<file path="src/rtl/cpu_pkg.sv">
`default_nettype none
// ============================================================================
//  Module      : cpu_pkg
//  Description : Shared definitions for the asynchronous CPU link.
//                - instruction_code : 4-bit opcode carried in word[7:4]
//                - register_code    : 2-bit register selectors in word[3:2]
//                                     and word[1:0]
//                - DR_SPACER        : all-zero dual-rail spacer codeword
//                - dr_encode        : 8-bit word to 16-bit dual-rail codeword
//  Revision    : 1.0 - initial release
// ============================================================================
package cpu_pkg;

    typedef enum logic [3:0] {
        NOP   = 4'h0,
        LOAD  = 4'h1,
        STORE = 4'h2,
        JUMP  = 4'h3,
        ADD   = 4'hC,
        SUB   = 4'hD
    } instruction_code;

    typedef enum logic [1:0] {
        REG_A = 2'd0,
        REG_B = 2'd1,
        REG_C = 2'd2,
        REG_D = 2'd3
    } register_code;

    localparam logic [15:0] DR_SPACER = 16'h0000;

    // Bit i of the word maps to pair {[2i+1], [2i]}: true rail high for a 1,
    // false rail high for a 0. A pair can therefore never be 11.
    function automatic logic [15:0] dr_encode(input logic [7:0] word);
        logic [15:0] code;
        code = DR_SPACER;
        for (int i = 0; i < 8; i++) begin
            code[2*i+1] = word[i];
            code[2*i]   = ~word[i];
        end
        return code;
    endfunction

endpackage
`default_nettype wire

</file>
<file path="src/rtl/ack_sync.sv">
`default_nettype none
// ============================================================================
//  Module      : ack_sync
//  Description : Multi-flop synchronizer for the asynchronous four-phase ack.
//  Ports       : clk     - clock
//                rst     - synchronous active-high reset, clears all flops
//                i_async - asynchronous input
//                o_sync  - synchronized output (SYNC_STAGES edges of latency)
//  Revision    : 1.0 - initial release
// ============================================================================
module ack_sync #(
    parameter int SYNC_STAGES = 2
) (
    input  logic clk,
    input  logic rst,
    input  logic i_async,
    output logic o_sync
);

    logic [SYNC_STAGES-1:0] r_sync;

    always_ff @(posedge clk) begin
        if (rst) begin
            r_sync <= '0;
        end else begin
            r_sync <= {r_sync[SYNC_STAGES-2:0], i_async};
        end
    end

    assign o_sync = r_sync[SYNC_STAGES-1];

endmodule
`default_nettype wire

</file>
<file path="src/rtl/dual_rail_tx.sv">
`default_nettype none
// ============================================================================
//  Module      : dual_rail_tx
//  Description : Single-rail to dual-rail four-phase transmitter. Accepts an
//                8-bit word with a valid/ready handshake and presents it to an
//                asynchronous receiver as a 16-bit dual-rail codeword,
//                returning to the all-zero spacer between words.
//  Ports       : clk        - clock, rising edge
//                rst        - synchronous active-high reset
//                in_valid   - single-rail word valid
//                in_data    - single-rail word (opcode[7:4], fields[3:0])
//                in_ready   - word accepted this cycle when high with in_valid
//                dr_data    - dual-rail codeword / spacer to receiver
//                dr_ack     - four-phase ack from receiver (asynchronous)
//                sent_count - completed word count, wraps 255 -> 0
//                err        - sticky ack timeout flag
//  Options     : DR_TX_TIMEOUT_EN - when defined, any non-IDLE state held for
//                TIMEOUT_CYCLES cycles sets err and returns to IDLE; when
//                undefined, err is constant 0 and the block waits forever.
//  Revision    : 1.0 - initial release
// ============================================================================
module dual_rail_tx
    import cpu_pkg::*;
#(
    parameter int SYNC_STAGES    = 2,
    parameter int TIMEOUT_CYCLES = 255
) (
    input  logic        clk,
    input  logic        rst,
    input  logic        in_valid,
    input  logic [7:0]  in_data,
    output logic        in_ready,
    output logic [15:0] dr_data,
    input  logic        dr_ack,
    output logic [7:0]  sent_count,
    output logic        err
);

    typedef enum logic [1:0] {
        IDLE    = 2'd0,
        WAIT_LO = 2'd1,
        DATA    = 2'd2,
        RTZ     = 2'd3
    } state_t;

    if (SYNC_STAGES < 2 || TIMEOUT_CYCLES < 1) begin : g_param_check
        $error("dual_rail_tx: SYNC_STAGES must be >= 2 and TIMEOUT_CYCLES >= 1");
    end

    state_t      r_state;
    state_t      w_state_next;
    logic        r_in_ready;
    logic [15:0] r_dr_data;
    logic [7:0]  r_sent_count;
    logic [7:0]  r_word;

    logic        w_ack_s;
    logic        w_handshake;
    logic        w_timeout;
    logic        w_in_ready_nxt;
    logic [15:0] w_dr_data_nxt;
    logic [7:0]  w_sent_count_nxt;
    logic [7:0]  w_word_nxt;

    ack_sync #(
        .SYNC_STAGES (SYNC_STAGES)
    ) u_ack_sync (
        .clk     (clk),
        .rst     (rst),
        .i_async (dr_ack),
        .o_sync  (w_ack_s)
    );

    assign w_handshake = in_valid & r_in_ready;

`ifdef DR_TX_TIMEOUT_EN
    localparam int                  c_TMO_W    = $clog2(TIMEOUT_CYCLES + 1);
    localparam logic [c_TMO_W-1:0]  c_TMO_LAST = c_TMO_W'(TIMEOUT_CYCLES - 1);

    logic [c_TMO_W-1:0] r_tmo_cnt;
    logic               r_err;

    // Counts cycles spent in the current waiting state; restarts on every
    // state change so each handshake phase gets the full budget.
    assign w_timeout = (r_state != IDLE) && (r_tmo_cnt == c_TMO_LAST);

    always_ff @(posedge clk) begin
        if (rst) begin
            r_tmo_cnt <= '0;
            r_err     <= 1'b0;
        end else begin
            if (w_state_next != r_state) begin
                r_tmo_cnt <= '0;
            end else if (r_state != IDLE) begin
                r_tmo_cnt <= r_tmo_cnt + 1'b1;
            end
            if (w_timeout) begin
                r_err <= 1'b1;
            end
        end
    end

    assign err = r_err;
`else
    assign w_timeout = 1'b0;
    assign err       = 1'b0;
`endif

    // State register; all outputs are registered alongside it.
    always_ff @(posedge clk) begin
        if (rst) begin
            r_state      <= IDLE;
            r_in_ready   <= 1'b1;
            r_dr_data    <= DR_SPACER;
            r_sent_count <= 8'd0;
            r_word       <= 8'd0;
        end else begin
            r_state      <= w_state_next;
            r_in_ready   <= w_in_ready_nxt;
            r_dr_data    <= w_dr_data_nxt;
            r_sent_count <= w_sent_count_nxt;
            r_word       <= w_word_nxt;
        end
    end

    // Next-state logic. WAIT_LO and RTZ only look for ack low, so a stray ack
    // high in those states simply keeps them waiting.
    always_comb begin
        w_state_next = r_state;
        case (r_state)
            IDLE:    if (w_handshake) w_state_next = WAIT_LO;
            WAIT_LO: if (!w_ack_s)    w_state_next = DATA;
            DATA:    if (w_ack_s)     w_state_next = RTZ;
            RTZ:     if (!w_ack_s)    w_state_next = IDLE;
            default:                  w_state_next = IDLE;
        endcase
        if (w_timeout) begin
            w_state_next = IDLE;
        end
    end

    // Output logic. The codeword is only launched from a cycle already spent
    // in DATA and only while DATA persists, so leaving DATA (ack or timeout)
    // drops straight to spacer on the same edge, and the output register only
    // ever toggles between spacer and a complete codeword.
    always_comb begin
        w_in_ready_nxt   = (w_state_next == IDLE);
        w_dr_data_nxt    = DR_SPACER;
        w_sent_count_nxt = r_sent_count;
        w_word_nxt       = r_word;
        if ((r_state == DATA) && (w_state_next == DATA)) begin
            w_dr_data_nxt = dr_encode(r_word);
        end
        if ((r_state == DATA) && (w_state_next == RTZ)) begin
            w_sent_count_nxt = r_sent_count + 8'd1;
        end
        if ((r_state == IDLE) && w_handshake) begin
            w_word_nxt = in_data;
        end
    end

    assign in_ready   = r_in_ready;
    assign dr_data    = r_dr_data;
    assign sent_count = r_sent_count;

endmodule
`default_nettype wire

</file>
<file path="config.mk">
export PLATFORM = sky130hd
export DESIGN_NAME = dual_rail_tx
export DESIGN_NICKNAME = d
export VERILOG_FILES = /design/src/rtl/cpu_pkg.sv /design/src/rtl/ack_sync.sv /design/src/rtl/dual_rail_tx.sv
export SDC_FILE = /design/constraint.sdc
export NUM_CORES = 1
export LEC_CHECK = 0
export CAP_MARGIN = 20
export CORE_MARGIN = 10
export CORE_UTILIZATION = 35
export CTS_BUF_LIST = sky130_fd_sc_hd__clkbuf_8
export CTS_CLUSTER_DIAMETER = 120
export CTS_CLUSTER_SIZE = 8
export DETAILED_ROUTE_END_ITERATION = 7
export PLACE_DENSITY = 0.7
export REMOVE_ABC_BUFFERS = 1
export SYNTH_ARGS = -nofsm -noshare
export SYNTH_HDL_FRONTEND = slang
export SYNTH_SLANG_ARGS = --single-unit
</file>
<file path="constraint.sdc">
create_clock -name clk -period 1.5 [get_ports clk]
set_input_delay 0.15 -clock clk [delete_from_list [all_inputs] [get_ports clk]]
set_output_delay 0.15 -clock clk [all_outputs]
set_load 0.01 [all_outputs]
</file>
==> Yosys cells after proc, flatten, opt, wreduce, memory -nomap -nowiden <==
Index checks and enable logic that the tools add are counted.
{ "classes": {"n_addsub": 1, "eq_ne": 5, "n_mux": 5, "bitwise_logic": 10, "n_reduce_logical": 6} }
{ "op_table": {"columns": ["operator", "n"], "rows": [
  ["1-bit NOT", 9],
  ["8-bit by 1-bit adder with 8-bit output (second input constant)", 1],
  ["2-bit == test (second input constant)", 4],
  ["2-bit two-way mux", 4],
  ["2-bit case mux with 4 select lines", 1],
  ["2-bit logical NOT", 2],
  ["1-bit logical AND", 3],
  ["2-bit by 1-bit == test with 1-bit output (second input constant)", 1],
  ["2-bit OR reduction", 1],
  ["1-bit AND", 1]
]} }
{ "totals": {"regBits": 37, "input_bits": 12, "out_inout_bits": 26, "wordCells": 33} }

==> Depth between registers and ports, before layout <==
{ "logic_depth": {"ltp_word": 7, "mapped_depth": 5, "mapped_depth_nobuf": 4} }

==> Modules after synthesis <==
Synthesis repeated with hierarchy kept, for this count alone.
{ "hier_totals": {"cells_unflattened": 130, "area_unflattened_um2": 1265.0} }
{ "modules_own_cells": {"columns": ["mod", "n_inst", "cells_each", "area_each_um2", "seq_area_each_um2"], "rows": [
  ["dual_rail_tx", 1, 126, 1212.4, 700.7],
  ["ack_sync", 1, 4, 52.6, 40.0]
]} }

==> Worst setup path after synthesis <==
OpenSTA, ideal clock, no wires.
{ "synth_timing": {"kind": "register to register", "start": "reg r_sent_count[0], in the netlist sent_count[0]", "end": "reg r_sent_count[6], in the netlist sent_count[6]", "setup_time_ps": 71, "arrival_ps": 1275, "required_time_ps": 1429, "slack_ps": 154, "path_stages_with_launch": 5, "n_path_buf": 0, "period_less_slack_ps": 1346, "cell_sequence": "dfxtp_1 -> ha_1 -> nand2_1 -> or4_1 -> a21oi_1"} }
{ "synth_via": {"elab_chain_len": 1} }
{ "synth_rtl": {"columns": ["element", "line_no", "source"], "rows": [
  ["start: declaration", "dual_rail_tx.sv:54", "logic [7:0] r_sent_count;"],
  ["start signal: assignment", "dual_rail_tx.sv:121", "r_sent_count <= w_sent_count_nxt;"],
  ["8-bit by 1-bit adder with 8-bit output", "dual_rail_tx.sv:155", "w_sent_count_nxt = r_sent_count + 8'd1;"]
]} }
No other way between the ends.
A chain may end at the register's enable or synchronous reset.

==> Worst setup path after layout <==
{ "layout_timing": {"start": "reg r_sent_count[2], in the netlist sent_count[2]", "end": "out sent_count[2]"} }
{ "layout_lines": {"columns": ["element", "line_no", "source"], "rows": [
  ["end: declaration", "dual_rail_tx.sv:35", "output logic [7:0] sent_count,"]
]} }
No word-level cell between the ends.

==> metrics.cfg <==
[global_route]
grt_pass1_vias=1052
grt_pass1_wl_mm=4.66
grt_antenna_before_repair=0
grt_max_degree=13
grtUsageTotal_pct=9.35
overflow=0

[logic_synthesis]
ys.flop_type=dfxtp_1
postSynth.asyncResetShare_pct=0
netlist_area_um2=1260
ys_seq_area_share_pct=58.6
yosysTopAreaCell=dfxtp_1
ys_seq_elements=37
synth.cells.most_frequent=dfxtp_1 (37), nand2_1 (20), a21oi_1 (15)
syn_inst=130
ys_top_cells_by_area=dfxtp_1 (59%), a21oi_1 (5.9%), nand2_1 (5.9%), and2_1 (4.0%), nor2_1 (3.9%)
ys_warn_count=0
yosysUniqueCellTypes=28
syn_area_per_cell_um2=9.73
synth_top_cell_area_share_pct=58.6
synth_edf_count=0
synth_most_common_cell=dfxtp_1

[status]
status=finished clean

[cells_and_area]
area_delta_synth_final_pct=41.5
num_antenna_cells=0
utilization_pct=52.4
drive_gt1_share_pct=12.1
fin_nets=185
fillCellCount=300

[critical_path]
crit_required_ns=1.35
startpoint_type=flip-flop
cp-startpoint=sent_count[2]$_SDFFE_PP0P_
path_class=reg -> out
arrival_ns=1.30
r2r_start=sent_count[0]$_SDFFE_PP0P_
crit_fanout=3
cp-endpoint=sent_count[2]
rr_endpoint=sent_count[6]$_SDFFE_PP0P_
r2r_slack_ns=0.11
crit_cells=1
worst-path-buf-inv=1
cp_slowest_cell=clkdlybuf4s50_1
critPathTopFamily=buffers and inverters
path_cells=clkdlybuf4s50_1
critical_path.max_stage_delay_ns=0.59
critPathCaptureType=output port
rr_worst_depth=4

[cts]
clk_latency_ns=0.29
tritoncts=yes
clkSinkCount=37
post-cts-setup-buffers=0
path_clk_slew_ns=0.07
cts_made_buffers=5
root_buffer=clkbuf_8
clk_path_buf_depth=2
h-tree-depth=2

[die]
initial_core_util_pct=37.0
die_area_um2=6420
pin_count=38
die_x_um=80.1
fp.dieH_um=80.1
row_count=21
coreArea_um2=3420

[sta]
period_needed_ns=1.45
fin_tns_setup_ns=0
fmax_ghz=0.691
worst_pin_slew_ns=0.627
max_slew_margin_pct=57.9
holdWs_ns=0.410
setup_viol=0
hold_viol_final=0
rsz0062_at_grt=false
drv_slew=0
clock_skew_ns=0.00761
post-route-period-util_pct=96.5

[drt]
dr.pass1.iters=4
vias=1014
routedWlPerCell_um=12.9
antenna_left=0
drt_wl_total_mm=2.83
routed_via_density=4.63
drc=0
drt_iter0_markers=50

[pwr]
power_leakage_nw=0.715
p_per_area_nw_per_um2=1110
ir_worst_vdd_mv=0.572

[place]
gp_congestion=0.757
dpl.hpwl_mm=2.18
port_buffers=36

[min_path]
hp-class=in -> reg
hp-start=in_data[4]

[run]
cap_violations=0

## power by group
group	internal [mW]	switching (mW)	leakage [nW]
registers	1.03	0.0298	0.301
logic	0.115	0.0983	0.363
clock network	0.372	0.342	0.0512
## registers in the layout, summed over array words and instances (netlist names)
| register | flops |
|---|---|
| dr_data | 16 |
| r_word | 8 |
| sent_count | 8 |
| r_state | 2 |
| u_ack_sync.r_sync | 2 |
| in_ready | 1 |
## worst min path at each step
| stage | depth (start not counted) | to | slack (ns) |
|---|---|---|---|
| floorplan | 1 | r_state[0]$_SDFF_PP0_ | 0.22 |
| global placement | 1 | dr_data[6]$_SDFF_PP0_ | 0.42 |
| detailed placement | 1 | dr_data[6]$_SDFF_PP0_ | 0.42 |
| CTS | 3 | r_word[4]$_SDFFE_PP0P_ | 0.41 |
| global route | 2 | u_ack_sync.r_sync[0]$_SDFF_PP0_ | 0.42 |
| finish | 3 | r_word[4]$_SDFFE_PP0P_ | 0.41 |
## through the flow
step,worst slack [ns],cell area (µm²),instances,power [mW]
floorplan,0.00675,1230,123,1.17
finish,0.0518,1790,219,1.99
global route,0.00982,1790,219,2.09
global placement,0.122,1690,211,1.29
detailed placement,0.0566,1690,211,1.30
CTS,0.0420,1790,219,2.01
## layout make-up
type	count	area [µm²]	area share [%]
Multi-Input combinational cell	86	489	27.3
Clock inverter	2	13.8	0.769
Tap cell	46	57.6	3.21
Clock buffer	6	82.6	4.61
Timing Repair Buffer	42	405	22.6
Sequential cell	37	742	41.4
## routing by layer
metal | part of all wire (%) | track usage, %
met5 | 0 | 0
met4 | 2.6 | 6.34
met3 | 12 | 5.35
met2 | 46 | 14.9
met1 | 40 | 9.03
## cell families after synthesis
group / after synthesis / synth area share [%]
adders and majority gates: 1 / 0.989
DFF: 37 / 58.6
and+or+nand+nor: 58 / 25.2
buffers and inverters: 7 / 2.77
muxes: 1 / 0.791
AOI/OAI and AO/OA: 22 / 9.30
xor gates and xnor gates: 3 / 2.08
other: 1 / 0.296
## worst register-to-register path, cell delays in order, from the launching register on
cell and delay (ns):
dfxtp_1 0.41, ha_1 0.20, nand2_1 0.10, or4_1 0.48
a21oi_1 0.15
## layout by cell type (no fill, tap or decap)
cell type / count
dfxtp_1: 36
clkdlybuf4s50_1: 36
nand2_1: 20
a21oi_1: 15
nor2_1: 13
and2_1: 8
clkbuf_8: 6
buf_4: 6
or3_2: 4
o21ai_0: 4
o31ai_1: 2
or4_1: 2
xor2_1: 2
nor2b_1: 2
nand2b_1: 1
nor3_1: 1
nand4b_4: 1
nand4_1: 1
nand4b_1: 1
and2b_2: 1
xnor2_1: 1
nor4bb_1: 1
o21bai_1: 1
nand4bb_1: 1
nand3b_1: 1
mux2i_1: 1
ha_1: 1
conb_1: 1
clkinv_4: 1
clkinv_2: 1
dfxtp_2: 1
## repair_timing
item                                    CTS  global route
hold buffers                              0             0
resized for setup                         0             1
endpoints found under the setup margin    0             1
No activity file was read; power rests on OpenSTA's default activity.
